===== config.mk =====
export PLATFORM = sky130hd
export DESIGN_NAME = comet_ii_mem_arbiter
export DESIGN_NICKNAME = d
export VERILOG_FILES = /design/src/rtl/comet_ii_mem_arbiter.sv
export SDC_FILE = /design/constraint.sdc
export NUM_CORES = 1
export LEC_CHECK = 0
export ABC_AREA = 1
export BUFFER_PORTS_ARGS = -buffer_cell sky130_fd_sc_hd__buf_2
export CORE_MARGIN = 4
export CORE_UTILIZATION = 38
export DETAILED_ROUTE_END_ITERATION = 16
export PLACE_DENSITY = 0.81
export SYNTH_ARGS = -nofsm -noshare
export SYNTH_HDL_FRONTEND = slang
export SYNTH_SLANG_ARGS = --single-unit

===== constraint.sdc =====
create_clock -name mclk -period 1.6 [get_ports mclk]
set_input_delay 0.16 -clock mclk [delete_from_list [all_inputs] [get_ports mclk]]
set_output_delay 0.16 -clock mclk [all_outputs]
set_load 0.01 [all_outputs]

===== src/rtl/comet_ii_mem_arbiter.sv =====
// Arbiter sharing one single-port memory between the COMET II core and a host
// load/debug port. Round-robin with host lock and starvation limit. A core
// cycle that reads and writes together is split into a write then a read.
module comet_ii_mem_arbiter #(
  parameter int unsigned AW             = 16,
  parameter int unsigned DW             = 16,
  parameter int unsigned HOST_MAX_BURST = 8
) (
  input  logic          mclk,
  input  logic          rst_n,
  input  logic          cpu_re,
  input  logic [AW-1:0] cpu_raddr,
  output logic [DW-1:0] cpu_rdata,
  input  logic          cpu_we,
  input  logic [AW-1:0] cpu_waddr,
  input  logic [DW-1:0] cpu_wdata,
  output logic          cpu_hold,
  input  logic          host_req,
  input  logic          host_we,
  input  logic [AW-1:0] host_addr,
  input  logic [DW-1:0] host_wdata,
  input  logic          host_lock,
  output logic          host_gnt,
  output logic [DW-1:0] host_rdata,
  output logic          host_rvalid,
  output logic          mem_en,
  output logic          mem_we,
  output logic [AW-1:0] mem_addr,
  output logic [DW-1:0] mem_wdata,
  input  logic [DW-1:0] mem_rdata
);

  localparam logic [0:0] ST_ARB   = 1'b0;
  localparam logic [0:0] ST_SPLIT = 1'b1;

  localparam int unsigned    BW          = 8;
  localparam logic [BW-1:0] BURST_LIMIT = BW'(HOST_MAX_BURST);
  localparam logic [BW-1:0] BURST_SAT   = '1;

  logic [0:0]    r_st;
  logic          r_last_host;
  logic [BW-1:0] r_burst_cnt;
  logic [DW-1:0] r_host_rdata;
  logic          r_host_rvalid;

  logic [0:0]    w_st_nxt;
  logic          w_last_host_nxt;
  logic [BW-1:0] w_burst_nxt;
  logic [DW-1:0] w_host_rdata_nxt;
  logic          w_host_rvalid_nxt;

  logic          w_cpu_act;
  logic          w_host_win;

  assign w_cpu_act = cpu_re | cpu_we;

  // Host wins when the core is quiet, while locked within its burst budget,
  // or on its round-robin turn when unlocked.
  assign w_host_win = host_req &
                      (~w_cpu_act |
                       (host_lock & (r_burst_cnt < BURST_LIMIT)) |
                       (~host_lock & ~r_last_host));

  assign cpu_rdata   = mem_rdata;
  assign host_rdata  = r_host_rdata;
  assign host_rvalid = r_host_rvalid;

  // Next-state and memory-port steering; reset forces the port quiet.
  always_comb begin
    w_st_nxt          = r_st;
    w_last_host_nxt   = r_last_host;
    w_burst_nxt       = r_burst_cnt;
    w_host_rdata_nxt  = r_host_rdata;
    w_host_rvalid_nxt = 1'b0;
    mem_en            = 1'b0;
    mem_we            = 1'b0;
    mem_addr          = cpu_raddr;
    mem_wdata         = cpu_wdata;
    host_gnt          = 1'b0;
    cpu_hold          = 1'b0;

    if (r_st == ST_SPLIT) begin
      // Second half of a split: the core read, host blocked.
      mem_en          = 1'b1;
      w_st_nxt        = ST_ARB;
      w_last_host_nxt = 1'b0;
      w_burst_nxt     = '0;
    end else if (w_host_win) begin
      mem_en          = 1'b1;
      mem_we          = host_we;
      mem_addr        = host_addr;
      mem_wdata       = host_wdata;
      host_gnt        = 1'b1;
      cpu_hold        = w_cpu_act;
      w_last_host_nxt = 1'b1;
      if (w_cpu_act) begin
        w_burst_nxt = (r_burst_cnt == BURST_SAT) ? r_burst_cnt
                                                  : r_burst_cnt + BW'(1);
      end else begin
        w_burst_nxt = '0;
      end
      if (!host_we) begin
        w_host_rdata_nxt  = mem_rdata;
        w_host_rvalid_nxt = 1'b1;
      end
    end else if (w_cpu_act) begin
      mem_en          = 1'b1;
      mem_we          = cpu_we;
      mem_addr        = cpu_we ? cpu_waddr : cpu_raddr;
      w_last_host_nxt = 1'b0;
      w_burst_nxt     = '0;
      if (cpu_re && cpu_we) begin
        cpu_hold = 1'b1;
        w_st_nxt = ST_SPLIT;
      end
    end

    if (!rst_n) begin
      mem_en   = 1'b0;
      mem_we   = 1'b0;
      host_gnt = 1'b0;
      cpu_hold = 1'b1;
    end
  end

  // State register with synchronous active-low reset.
  always_ff @(posedge mclk) begin
    if (!rst_n) begin
      r_st          <= ST_ARB;
      r_last_host   <= 1'b0;
      r_burst_cnt   <= '0;
      r_host_rdata  <= '0;
      r_host_rvalid <= 1'b0;
    end else begin
      r_st          <= w_st_nxt;
      r_last_host   <= w_last_host_nxt;
      r_burst_cnt   <= w_burst_nxt;
      r_host_rdata  <= w_host_rdata_nxt;
      r_host_rvalid <= w_host_rvalid_nxt;
    end
  end

endmodule


==> results.md <==
* Clk slew on worst S/H paths at 0.09 ns
* Max Slew Vio Count at 0
* Die ar. at 6380 um2
* Post-synth EDFFs at 0
* DRT iter0 DRCs at 191
* Net Switching at 0.672 mW
* Sw Ratio at 0.353
* Min Hold Slack at 0.0982 ns
* FILL cells at 435
* FF-to-FF End: host_rdata[8]
* Mapped Cells at 329
* Hold Vio Cnt, Final at 0
* Global-route wire length before repair at 11.3 mm
* Gate power share at 0.417
* Final setup viols at 35
* Post-synth top area share at 0.275
* R2r startpoint: r_burst_cnt[6]
* Critical Path RT at 1.44 ns
* Port Buffers at 171
* Top_reg_cell synth: dfxtp_1
* Dominant cell type by area after synthesis: dfxtp_1
* Placer Congestion at 0.867
* Crit share post-route at 1.09
* CTS tree: built
* HP Start: host_we
* # IOs at 172
* Post-synth top cells: 100 x nand2_1, 48 x nor2_1, 28 x nand3_1
* Clk pwr share at 0.210
* Maximum level of the CTS H-tree at 1
* Met2 wire length at 3.73 mm
* Failing checks: negative setup slack
* Maxcap violations at 0
* Initial antenna violation count at 0
* Syn nets at 433
* Final instance area at 3120 um2
* Final nets at 605
* Row count at 25
* Wl on met1 at 2.80 mm
* Clk_lat worst skew at 0.27 ns
* DRC Markers at 0
* Internal Power at 1.23 mW
* Placed Cells at 561
* Top sig layer: met4
* Via density at 4.90
* Startpoint Class: register
* Reg power frac at 0.373
* Fraction of registers with async set/reset at 0
* Worst Path Max Fanout at 6
* Hold buffer count at CTS at 0
* CP bufs+invs at 3
* Dpl cell area at 2890 um2
* Met3 wire len at 713 um
* Layout cells sized above 1 at 0.464
* Synth cell types at 25
* Antenna diodes at 0
* Count leader, synth: nand2_1
* Sequential share of the synthesized area at 0.275
* Drt first pass iters at 4
* Arr. time, crit path at 1.58 ns
* CP top delay family: simple AND/OR/NAND/NOR gates
* Max Fclk at 574 MHz
* Slew @ Worst Pin at 0.324 ns
* CP max-delay cell: dfxtp_2
* FF-to-FF setup slack at 0.14 ns
* End of the worst hold path: host_rvalid
* Post-route setup slack at -0.141 ns
* WHS Path Cells at 2
* Total track usage at 0.219
* Core ar. at 4850 um2
* VDD IR max at 0.388 mV
* RSZ-0062 raised after global routing: yes
* Total number of vias at 2779
* Drt wl/cell at 13.2 um
* CTS buffer count at 3
* Pleak at 1.71 nW
* Synthesized area at 1960 um2
* Status: complete, but fails checks
* Clock buffer depth at 2
* Die Width at 79.9 um
* Fin Clk Skew at 0.00587 ns
* Synthesis warning total at 0
* Pin count of the biggest net entering global routing at 23
* DP HPWL at 6.00 mm
* Final wirelength at 7.50 mm
* Pwr/cell area at 611 nW/um2
* Number of global-route vias before repair at 2548
* Root buffer cell: clkbuf_8
* Tmin final at 1.74 ns
* Post-Place Setup Slack at 0.0703 ns
* FF+latch count, synth at 27
* Final ANT Viol Nets at 0
* Area Growth Syn to Fin at 58.9%
* Max-slew headroom at 0.783
* Critical Path Sink Type: output pin
* Final Instance Count excl. Fillers at 567
* CP Cell Sequence: nor2_2 -> nand3_1 -> nand2_2 -> nand2_4 -> inv_4 -> nand2_8 -> buf_8 -> o22ai_1 -> nor2_1 -> buf_2
* Gr ovfl total at 0
* Crit-path max cell delay at 0.33 ns
* Syn_area_per_cell at 5.97 um2
* CP Class: reg -> out
* CTS Sinks at 27
* Worst min path class: in -> reg
* Initial Util at 0.405
* Worst reg2reg path depth at 9
* Die Y at 79.9 um
* Synth top area cells: dfxtp_1 28%, nand2_1 19%, nor2_1 9.2%
[power by group through the flow]
stage / Combinational [mW] / Clock [mW] / Sequential [mW]
6_report: 0.796 / 0.400 / 0.711
5_1_grt: 0.870 / 0.437 / 0.716
4_1_cts: 0.780 / 0.409 / 0.711
3_5_place_dp: 0.718 / 0 / 0.726
3_3_place_gp: 0.706 / 0 / 0.727
2_1_floorplan: 0.376 / 0 / 0.738
[stage by stage]
step           utilization  total power [mW]  setup TNS (ns)
2_1_floorplan            -              1.11               0
3_3_place_gp         0.595              1.43               0
3_5_place_dp         0.595              1.44               0
4_1_cts              0.635              1.90           -4.08
5_1_grt              0.643              2.02           -7.65
6_report             0.643              1.91           -3.38
[cell usage in the layout, fill, tap and decap left out, types with 5 or more instances in the layout]
cell and instances:
buf_2 171, o22ai_2 7, nor2_2 7, o211ai_1 5, dfxtp_1 23, nor2_1 42
buf_4 21, nand2_1 97, a21oi_1 27, o21ai_0 5, inv_1 24, nand3_1 28
[final cells by class]
| type | instances | area (um2) | area share |
|---|---|---|---|
| tap | 67 | 83.8 | 0.0269 |
| sequential | 27 | 546 | 0.175 |
| clock inverter | 1 | 7.51 | 0.00241 |
| timing repair buffer | 197 | 1090 | 0.349 |
| inverter | 27 | 106 | 0.0341 |
| clock buffer | 3 | 41.3 | 0.0132 |
| multi-input combinational | 245 | 1240 | 0.399 |
[routing by layer]
layer	global-route usage	up-vias
li1	-	1392
met1	0.251	1215
met2	0.391	152
met3	0.0418	20
met4	0.101	0
met5	0	-
[cell families (layout without fill, tap and decap cells)]
group,Yosys count,after routing,share of synthesized area
AO/OA/AOI/OAI,52,52,0.148
XOR/XNOR,2,2,0.00892
adder cells (fa/ha/maj),1,1,0.00637
buffers and inverters,57,228,0.159
flip-flops,27,27,0.275
AND/OR/NAND/NOR,190,190,0.402
[worst register-to-register path: stages (launching register included)]
cell	delay (ns)
dfxtp_2	0.33
nor2_2	0.09
nand3_1	0.09
nand2_2	0.09
nand2_4	0.07
inv_4	0.08
buf_4	0.26
nand2_4	0.18
nand2_1	0.10
a21oi_1	0.06
[what timing repair did]
| action | 4_1_cts | 5_1_grt |
|---|---|---|
| setup buffers | 1 | 1 |
| pin swaps | 5 | 6 |
| cloned | 1 | 0 |
| gates resized for setup | 28 | 12 |
| endpoints found under the setup margin | 35 | 54 |
[sequential cells by signal, summed over array words and instances, names as in the netlist]
| register | flops |
|---|---|
| r_last_host | 1 |
| host_rvalid | 1 |
| r_burst_cnt | 8 |
| r_st | 1 |
| host_rdata | 16 |
[how the worst max path moves through the flow]
stage | startpoint | end | depth (start not counted) | slack, ns
after floorplan | r_burst_cnt[3] | mem_addr[0] | 10 | 0.18
after global placement | r_last_host | mem_addr[2] | 10 | 0.10
after detailed placement | r_burst_cnt[5] | host_rdata[6] | 9 | 0.07
after CTS | r_burst_cnt[5] | mem_addr[2] | 10 | -0.16
after global routing | r_burst_cnt[4] | mem_wdata[8] | 10 | -0.25
final | r_burst_cnt[6] | mem_addr[7] | 10 | -0.14
Note: power is estimated with default switching activity, not from simulation.
